[src/rtl/adc_frame_sequencer_pkg.sv]
// Shared definitions for the ADC frame sequencer: FSM encoding, command word
// layout and conversion code width.
package adc_frame_sequencer_pkg;

    localparam int CODE_W         = 12;
    localparam int CHAN_W         = 3;
    localparam int CMD_W          = 16;
    localparam int CMD_PREFIX_W   = 4;
    localparam int CMD_PREFIX_LSB = 12;
    localparam int CMD_CHAN_LSB   = 8;

    typedef enum logic [2:0] {
        ST_IDLE      = 3'd0,
        ST_LOAD      = 3'd1,
        ST_WAIT_ACK  = 3'd2,
        ST_WAIT_DATA = 3'd3,
        ST_DONE      = 3'd4
    } seq_state_e;

    // Command word: {prefix, 1'b0, chan[2:0], 8'h00}
    function automatic logic [CMD_W-1:0] build_cmd(input logic [CMD_PREFIX_W-1:0] prefix,
                                                   input logic [CHAN_W-1:0]       chan);
        logic [CMD_W-1:0] word;
        word = 16'h0000;
        word[CMD_PREFIX_LSB +: CMD_PREFIX_W] = prefix;
        word[CMD_CHAN_LSB +: CHAN_W]         = chan;
        return word;
    endfunction

endpackage

[src/rtl/adc_sample_fifo.sv]
// Two-entry sample FIFO. The head entry lives in dedicated flops so the
// downstream outputs come straight from registers. A push into a full FIFO
// succeeds only when a pop happens in the same cycle; otherwise drop_o pulses.
module adc_sample_fifo
    import adc_frame_sequencer_pkg::*;
(
    input  logic              clk,
    input  logic              reset,
    input  logic              push_i,
    input  logic [CODE_W-1:0] push_data_i,
    input  logic [CHAN_W-1:0] push_chan_i,
    input  logic              ready_i,
    output logic              valid_o,
    output logic [CODE_W-1:0] data_o,
    output logic [CHAN_W-1:0] chan_o,
    output logic              drop_o
);

    logic [1:0]        count_q, count_d;
    logic [CODE_W-1:0] head_data_q, head_data_d, tail_data_q, tail_data_d;
    logic [CHAN_W-1:0] head_chan_q, head_chan_d, tail_chan_q, tail_chan_d;
    logic              pop_s;
    logic              push_ok_s;

    // Push/pop arbitration and next-state of the two storage slots
    always_comb begin
        pop_s       = (count_q != 2'd0) && ready_i;
        push_ok_s   = push_i && ((count_q != 2'd2) || pop_s);
        drop_o      = push_i && !push_ok_s;
        count_d     = count_q;
        head_data_d = head_data_q;
        head_chan_d = head_chan_q;
        tail_data_d = tail_data_q;
        tail_chan_d = tail_chan_q;
        case ({push_ok_s, pop_s})
            2'b10: begin
                if (count_q == 2'd0) begin
                    head_data_d = push_data_i;
                    head_chan_d = push_chan_i;
                end else begin
                    tail_data_d = push_data_i;
                    tail_chan_d = push_chan_i;
                end
                count_d = count_q + 2'd1;
            end
            2'b01: begin
                head_data_d = tail_data_q;
                head_chan_d = tail_chan_q;
                count_d     = count_q - 2'd1;
            end
            2'b11: begin
                if (count_q == 2'd1) begin
                    head_data_d = push_data_i;
                    head_chan_d = push_chan_i;
                end else begin
                    head_data_d = tail_data_q;
                    head_chan_d = tail_chan_q;
                    tail_data_d = push_data_i;
                    tail_chan_d = push_chan_i;
                end
            end
            default: begin
                count_d = count_q;
            end
        endcase
    end

    // Storage registers with synchronous reset
    always_ff @(posedge clk) begin
        if (reset) begin
            count_q     <= 2'd0;
            head_data_q <= 12'h000;
            head_chan_q <= 3'd0;
            tail_data_q <= 12'h000;
            tail_chan_q <= 3'd0;
        end else begin
            count_q     <= count_d;
            head_data_q <= head_data_d;
            head_chan_q <= head_chan_d;
            tail_data_q <= tail_data_d;
            tail_chan_q <= tail_chan_d;
        end
    end

    assign valid_o = (count_q != 2'd0);
    assign data_o  = head_data_q;
    assign chan_o  = head_chan_q;

endmodule

[src/rtl/adc_frame_sequencer.sv]
// Periodic ADC frame sequencer. Every FRAME_DIV cycles (while enabled and idle)
// it issues N_CHAN+1 command words to an SPI master; the ADC answers one
// transfer late, so the first reply is discarded and the trailing dummy
// transfer collects the last channel's result. Results go through a 2-entry
// FIFO to a valid/ready sink; a result that cannot be buffered sets overrun_o.
module adc_frame_sequencer
    import adc_frame_sequencer_pkg::*;
#(
    parameter int                      N_CHAN     = 4,
    parameter int                      FRAME_DIV  = 250,
    parameter logic [CMD_PREFIX_W-1:0] CMD_PREFIX = 4'h1
) (
    input  logic              clk_1Mhz,
    input  logic              reset,
    input  logic              enable_i,
    input  logic              di_req_i,
    output logic [CMD_W-1:0]  di_o,
    output logic              wren_o,
    input  logic              wr_ack_i,
    input  logic              do_valid_i,
    input  logic [CMD_W-1:0]  do_i,
    output logic              sample_valid_o,
    input  logic              sample_ready_i,
    output logic [CODE_W-1:0] sample_data_o,
    output logic [CHAN_W-1:0] sample_chan_o,
    output logic              frame_done_o,
    output logic              overrun_o
);

    localparam int               DIV_W     = $clog2(FRAME_DIV);
    localparam logic [DIV_W-1:0] DIV_LAST  = DIV_W'(FRAME_DIV - 1);
    localparam logic [3:0]       LAST_XFER = 4'(N_CHAN);

    seq_state_e        state_q, state_d;
    logic [DIV_W-1:0]  div_cnt_q, div_cnt_d;
    logic [3:0]        xfer_q, xfer_d;
    logic [CMD_W-1:0]  di_q, di_d;
    logic              wren_q, wren_d;
    logic              frame_done_q, frame_done_d;
    logic              overrun_q, overrun_d;
    logic              tick_s;
    logic [CHAN_W-1:0] cmd_chan_s;
    logic [CHAN_W-1:0] res_chan_s;
    logic              push_s;
    logic              drop_s;
    logic              unused_do_chan_s;

    // The channel tag returned by the ADC is not trusted; the sequencer's own
    // transfer counter labels every sample.
    assign unused_do_chan_s = ^do_i[15:12];

    // Free-running frame divider and channel/result bookkeeping
    always_comb begin
        div_cnt_d  = (div_cnt_q == DIV_LAST) ? DIV_W'(0) : div_cnt_q + DIV_W'(1);
        tick_s     = (div_cnt_q == DIV_W'(0));
        cmd_chan_s = (xfer_q == LAST_XFER) ? 3'd0 : xfer_q[2:0];
        res_chan_s = 3'(xfer_q - 4'd1);
        push_s     = (state_q == ST_WAIT_DATA) && do_valid_i && (xfer_q != 4'd0);
        overrun_d  = overrun_q | drop_s;
    end

    // Sequencer FSM: next state, transfer counter and SPI write interface
    always_comb begin
        state_d      = state_q;
        xfer_d       = xfer_q;
        di_d         = di_q;
        wren_d       = wren_q;
        frame_done_d = 1'b0;
        case (state_q)
            ST_IDLE: begin
                if (tick_s && enable_i) begin
                    state_d = ST_LOAD;
                    xfer_d  = 4'd0;
                end else begin
                    state_d = ST_IDLE;
                end
            end
            ST_LOAD: begin
                if (di_req_i) begin
                    di_d    = build_cmd(CMD_PREFIX, cmd_chan_s);
                    wren_d  = 1'b1;
                    state_d = ST_WAIT_ACK;
                end else begin
                    state_d = ST_LOAD;
                end
            end
            ST_WAIT_ACK: begin
                if (wr_ack_i) begin
                    wren_d  = 1'b0;
                    state_d = ST_WAIT_DATA;
                end else begin
                    state_d = ST_WAIT_ACK;
                end
            end
            ST_WAIT_DATA: begin
                if (do_valid_i) begin
                    if (xfer_q == LAST_XFER) begin
                        state_d = ST_DONE;
                    end else begin
                        xfer_d  = xfer_q + 4'd1;
                        state_d = ST_LOAD;
                    end
                end else begin
                    state_d = ST_WAIT_DATA;
                end
            end
            ST_DONE: begin
                frame_done_d = 1'b1;
                xfer_d       = 4'd0;
                state_d      = ST_IDLE;
            end
            default: begin
                state_d = ST_IDLE;
                wren_d  = 1'b0;
                xfer_d  = 4'd0;
            end
        endcase
    end

    // Control and output registers with synchronous reset
    always_ff @(posedge clk_1Mhz) begin
        if (reset) begin
            state_q      <= ST_IDLE;
            div_cnt_q    <= DIV_W'(0);
            xfer_q       <= 4'd0;
            di_q         <= 16'h0000;
            wren_q       <= 1'b0;
            frame_done_q <= 1'b0;
            overrun_q    <= 1'b0;
        end else begin
            state_q      <= state_d;
            div_cnt_q    <= div_cnt_d;
            xfer_q       <= xfer_d;
            di_q         <= di_d;
            wren_q       <= wren_d;
            frame_done_q <= frame_done_d;
            overrun_q    <= overrun_d;
        end
    end

    adc_sample_fifo u_fifo (
        .clk         (clk_1Mhz),
        .reset       (reset),
        .push_i      (push_s),
        .push_data_i (do_i[CODE_W-1:0]),
        .push_chan_i (res_chan_s),
        .ready_i     (sample_ready_i),
        .valid_o     (sample_valid_o),
        .data_o      (sample_data_o),
        .chan_o      (sample_chan_o),
        .drop_o      (drop_s)
    );

    assign di_o         = di_q;
    assign wren_o       = wren_q;
    assign frame_done_o = frame_done_q;
    assign overrun_o    = overrun_q;

endmodule

[config.mk]
export PLATFORM = sky130hd
export DESIGN_NAME = adc_frame_sequencer
export DESIGN_NICKNAME = d
export VERILOG_FILES = /design/src/rtl/adc_frame_sequencer_pkg.sv /design/src/rtl/adc_sample_fifo.sv /design/src/rtl/adc_frame_sequencer.sv
export SDC_FILE = /design/constraint.sdc
export NUM_CORES = 1
export LEC_CHECK = 0
export ABC_AREA = 1
export CORE_UTILIZATION = 56
export DETAILED_ROUTE_END_ITERATION = 8
export GPL_TIMING_DRIVEN = 0
export PLACE_DENSITY = 0.92
export SYNTH_ARGS = -nofsm -noshare
export SYNTH_HDL_FRONTEND = slang
export SYNTH_SLANG_ARGS = --single-unit
[constraint.sdc]
create_clock -name clk_1Mhz -period 4.9 [get_ports clk_1Mhz]
set_input_delay 0.98 -clock clk_1Mhz [delete_from_list [all_inputs] [get_ports clk_1Mhz]]
set_output_delay 0.98 -clock clk_1Mhz [all_outputs]
set_load 0.02 [all_outputs]
==> run metrics <==
number of fill cells=436; hold slack=0.469 ns; Post-route DRC=0; f_max=around 370 MHz; CP Capture Type=output port; status=complete, no violations; PD cells=roughly 330 nW/um^2; largest net degree at the start of global routing=15; #FFs+latches synth=54; number of port buffers=between 40 and 50; yosys warns=0; Seq. cell area=about 1100 um^2; Post-DP Area=between 3000 and 4000 um^2; crit-path max FO=4; Psw=approximately 410 uW; Worst Tran Pin Value=between 0.5 and 0.6 ns; RSZ-0062 raised after global routing=no; mean routed wirelength per cell=~12 um; Place WS=2.30 ns; clock tree sinks=between 50 and 60; Critical Path RT=3.92 ns; Setup CP Type=reg -> out; CP Launch Type=flop; Clk network pwr share=0.208; worst rel slew slack=0.637; Final nets=between 500 and 600; crit-path max cell delay=slightly above 0.6 ns; total grt overflow=0; area leader, netlist=dfxtp_1; Synth Flop Type=dfxtp_1; TritonCTS clock tree=built; Final Max Tran Viols=0; post-synthesis sequential area ratio=0.360; Post-CTS Resized=0; final hold vios=0; ys async rst share=0; HP Class=reg -> reg; hold buffer count at cts=0; Syn Area/Cell=a little over 7 um^2; EDFF count, synth=0; initial antenna violation count=0; final clock skew=0.00492 ns; leak pwr=between 0.0015 and 0.002 uW; TritonCTS buffer count=5; Multi-input gate area=approximately 1600 um^2; H-tree depth=2; gp weighted congestion=between 0.9 and 1; mapped cell area=roughly 3000 um^2; vias in the first global route=between 2000 and 3000; vias per cell=5.12; layout cells sized above 1=0.161; Ports=58; Max-Cap Viols=0; most frequent cell after synthesis=nand2_1; cell row count=26; Area Overhead vs Synth=20.7%; clock-pin transition on the worst setup and hold timing paths=about 0.09 ns; slowest CP cell=clkdlybuf4s50_1; CP cell instances=inv_1 -> ha_1 -> inv_2 -> clkdlybuf4s50_1; top area cells in the synthesized netlist=dfxtp_1, nand2_1, nor2_1; post-synth top area share=0.360; crit path DAT=approximately 1.7 ns; Final HPWL DP=4700 um; floorplan core area=between 5000 and 6000 um^2; VDD IR max=slightly below 0.2 mV; Max Root-Sink Buffers=2; die area=approximately 5700 um^2; DIE HEIGHT=~75 um; Pre-antenna DRT Iters=5; Flop pwr share=0.422; Starting Density=0.583; first-pass GRT wire length=between 10000 and 15000 um; Clock Latency Late Sink=0.31 ns; Final period util=0.556; cells after synthesis=approximately 420; Distinct cells, synth=31; Internal=778 uW; total track usage=0.252; CTS root buf=clkbuf_8; net switching share of the total power=0.347; Combinational Power Share=0.370; Die W=around 75 um; total setup buffers inserted after CTS=0; Diodes inserted=0; Commonest cells post-synth=nand2_1, nor2_1, dfxtp_1; drt total wl=roughly 6600 um; Iter 0 DRT Violations=about 250; Finished Cell Area=about 3600 um^2; Final Setup Violations=0; Final WS setup=about 2.2 ns; Vias=~2800; minimum clock period=approximately 2.7 ns; DRT antenna net count=0; setup tns final=0 ns
per-layer routing:
metal | global-route usage | share of wire | vias to the layer above
met2 | 0.444 | 0.50 | 102
met5 | 0 | 0 | -
met3 | 0.0469 | 0.054 | 12
li1 | - | - | 1412
met1 | 0.303 | 0.43 | 1283
met4 | 0.101 | 0.017 | 0
sequential cells by signal, indices dropped and copies added, names as in the netlist:
name	cells
overrun_o	1
u_fifo.tail_chan_q	3
u_fifo.tail_data_q	12
u_fifo.count_q	2
u_fifo.chan_o	3
wren_o	1
u_fifo.data_o	12
frame_done_o	1
xfer_q	4
state_q	3
div_cnt_q	8
di_o	4
layout make-up:
class                      count  area share
multi-input combinational    307       0.443
sequential                    54       0.299
inverter                      42      0.0435
tap                           70      0.0242
timing repair buffer          41       0.113
clock buffer                   6      0.0228
buffer                        29      0.0549
final timing paths:
check / from / endpoint / slack, ns / cells past startpoint
min reg2reg: di_o[8] / di_o[8] / 0.47 / 2
max reg2reg: u_fifo.count_q[0] / u_fifo.chan_o[2] / 3.04 / 11
min: di_o[8] / di_o[8] / 0.47 / 2
max: u_fifo.count_q[0] / sample_valid_o / 2.18 / 4
metrics by stage:
step	power, uW	utilization	std cells
after CTS	1190	0.704	549
after global routing	1260	0.704	549
final	1190	0.704	549
after floorplan	806	-	432
after global placement	930	0.688	543
after detailed placement	945	0.688	543
power by group through the flow:
stage | Combinational (uW) | Sequential (uW) | Clock [uW]
final | 440 | 503 | 248
after global routing | 484 | 509 | 264
after CTS | 440 | 503 | 248
after detailed placement | 431 | 513 | 0
after global placement | 418 | 511 | 0
after floorplan | 254 | 552 | 0
logic make-up after synthesis:
| group | Yosys count | synth area share |
|---|---|---|
| flops | 54 | 0.360 |
| buf+inv | 71 | 0.119 |
| compound gates | 38 | 0.0651 |
| simple gates | 246 | 0.412 |
| other cells | 1 | 0.00125 |
| fa+ha+maj | 8 | 0.0334 |
| xor+xnor | 3 | 0.00876 |
worst max-delay path, delay by kind of cell, from the launching register on:
kind	cells	cell delay, ns
adder cells (fa/ha/maj)	1	0.28
flip-flops	1	0.35
buffers and inverters	3	0.81
layout by cell type, fill, tap and decap left out, types with 4 or more instances in the layout:
cell type	count
clkbuf_8	6
a21oi_1	29
nor3_1	6
conb_1	12
clkdlybuf4s50_1	41
nand2_1	82
nor2_2	21
buf_4	14
nor2_1	62
nand3b_1	29
nand4_1	5
nand3_1	18
o21ai_0	6
buf_2	6
dfxtp_1	54
inv_1	37
clkbuf_1	4
inv_2	4
ha_1	8
buf_6	4
nand2_2	13
Note: power is estimated with default switching activity, not from simulation.
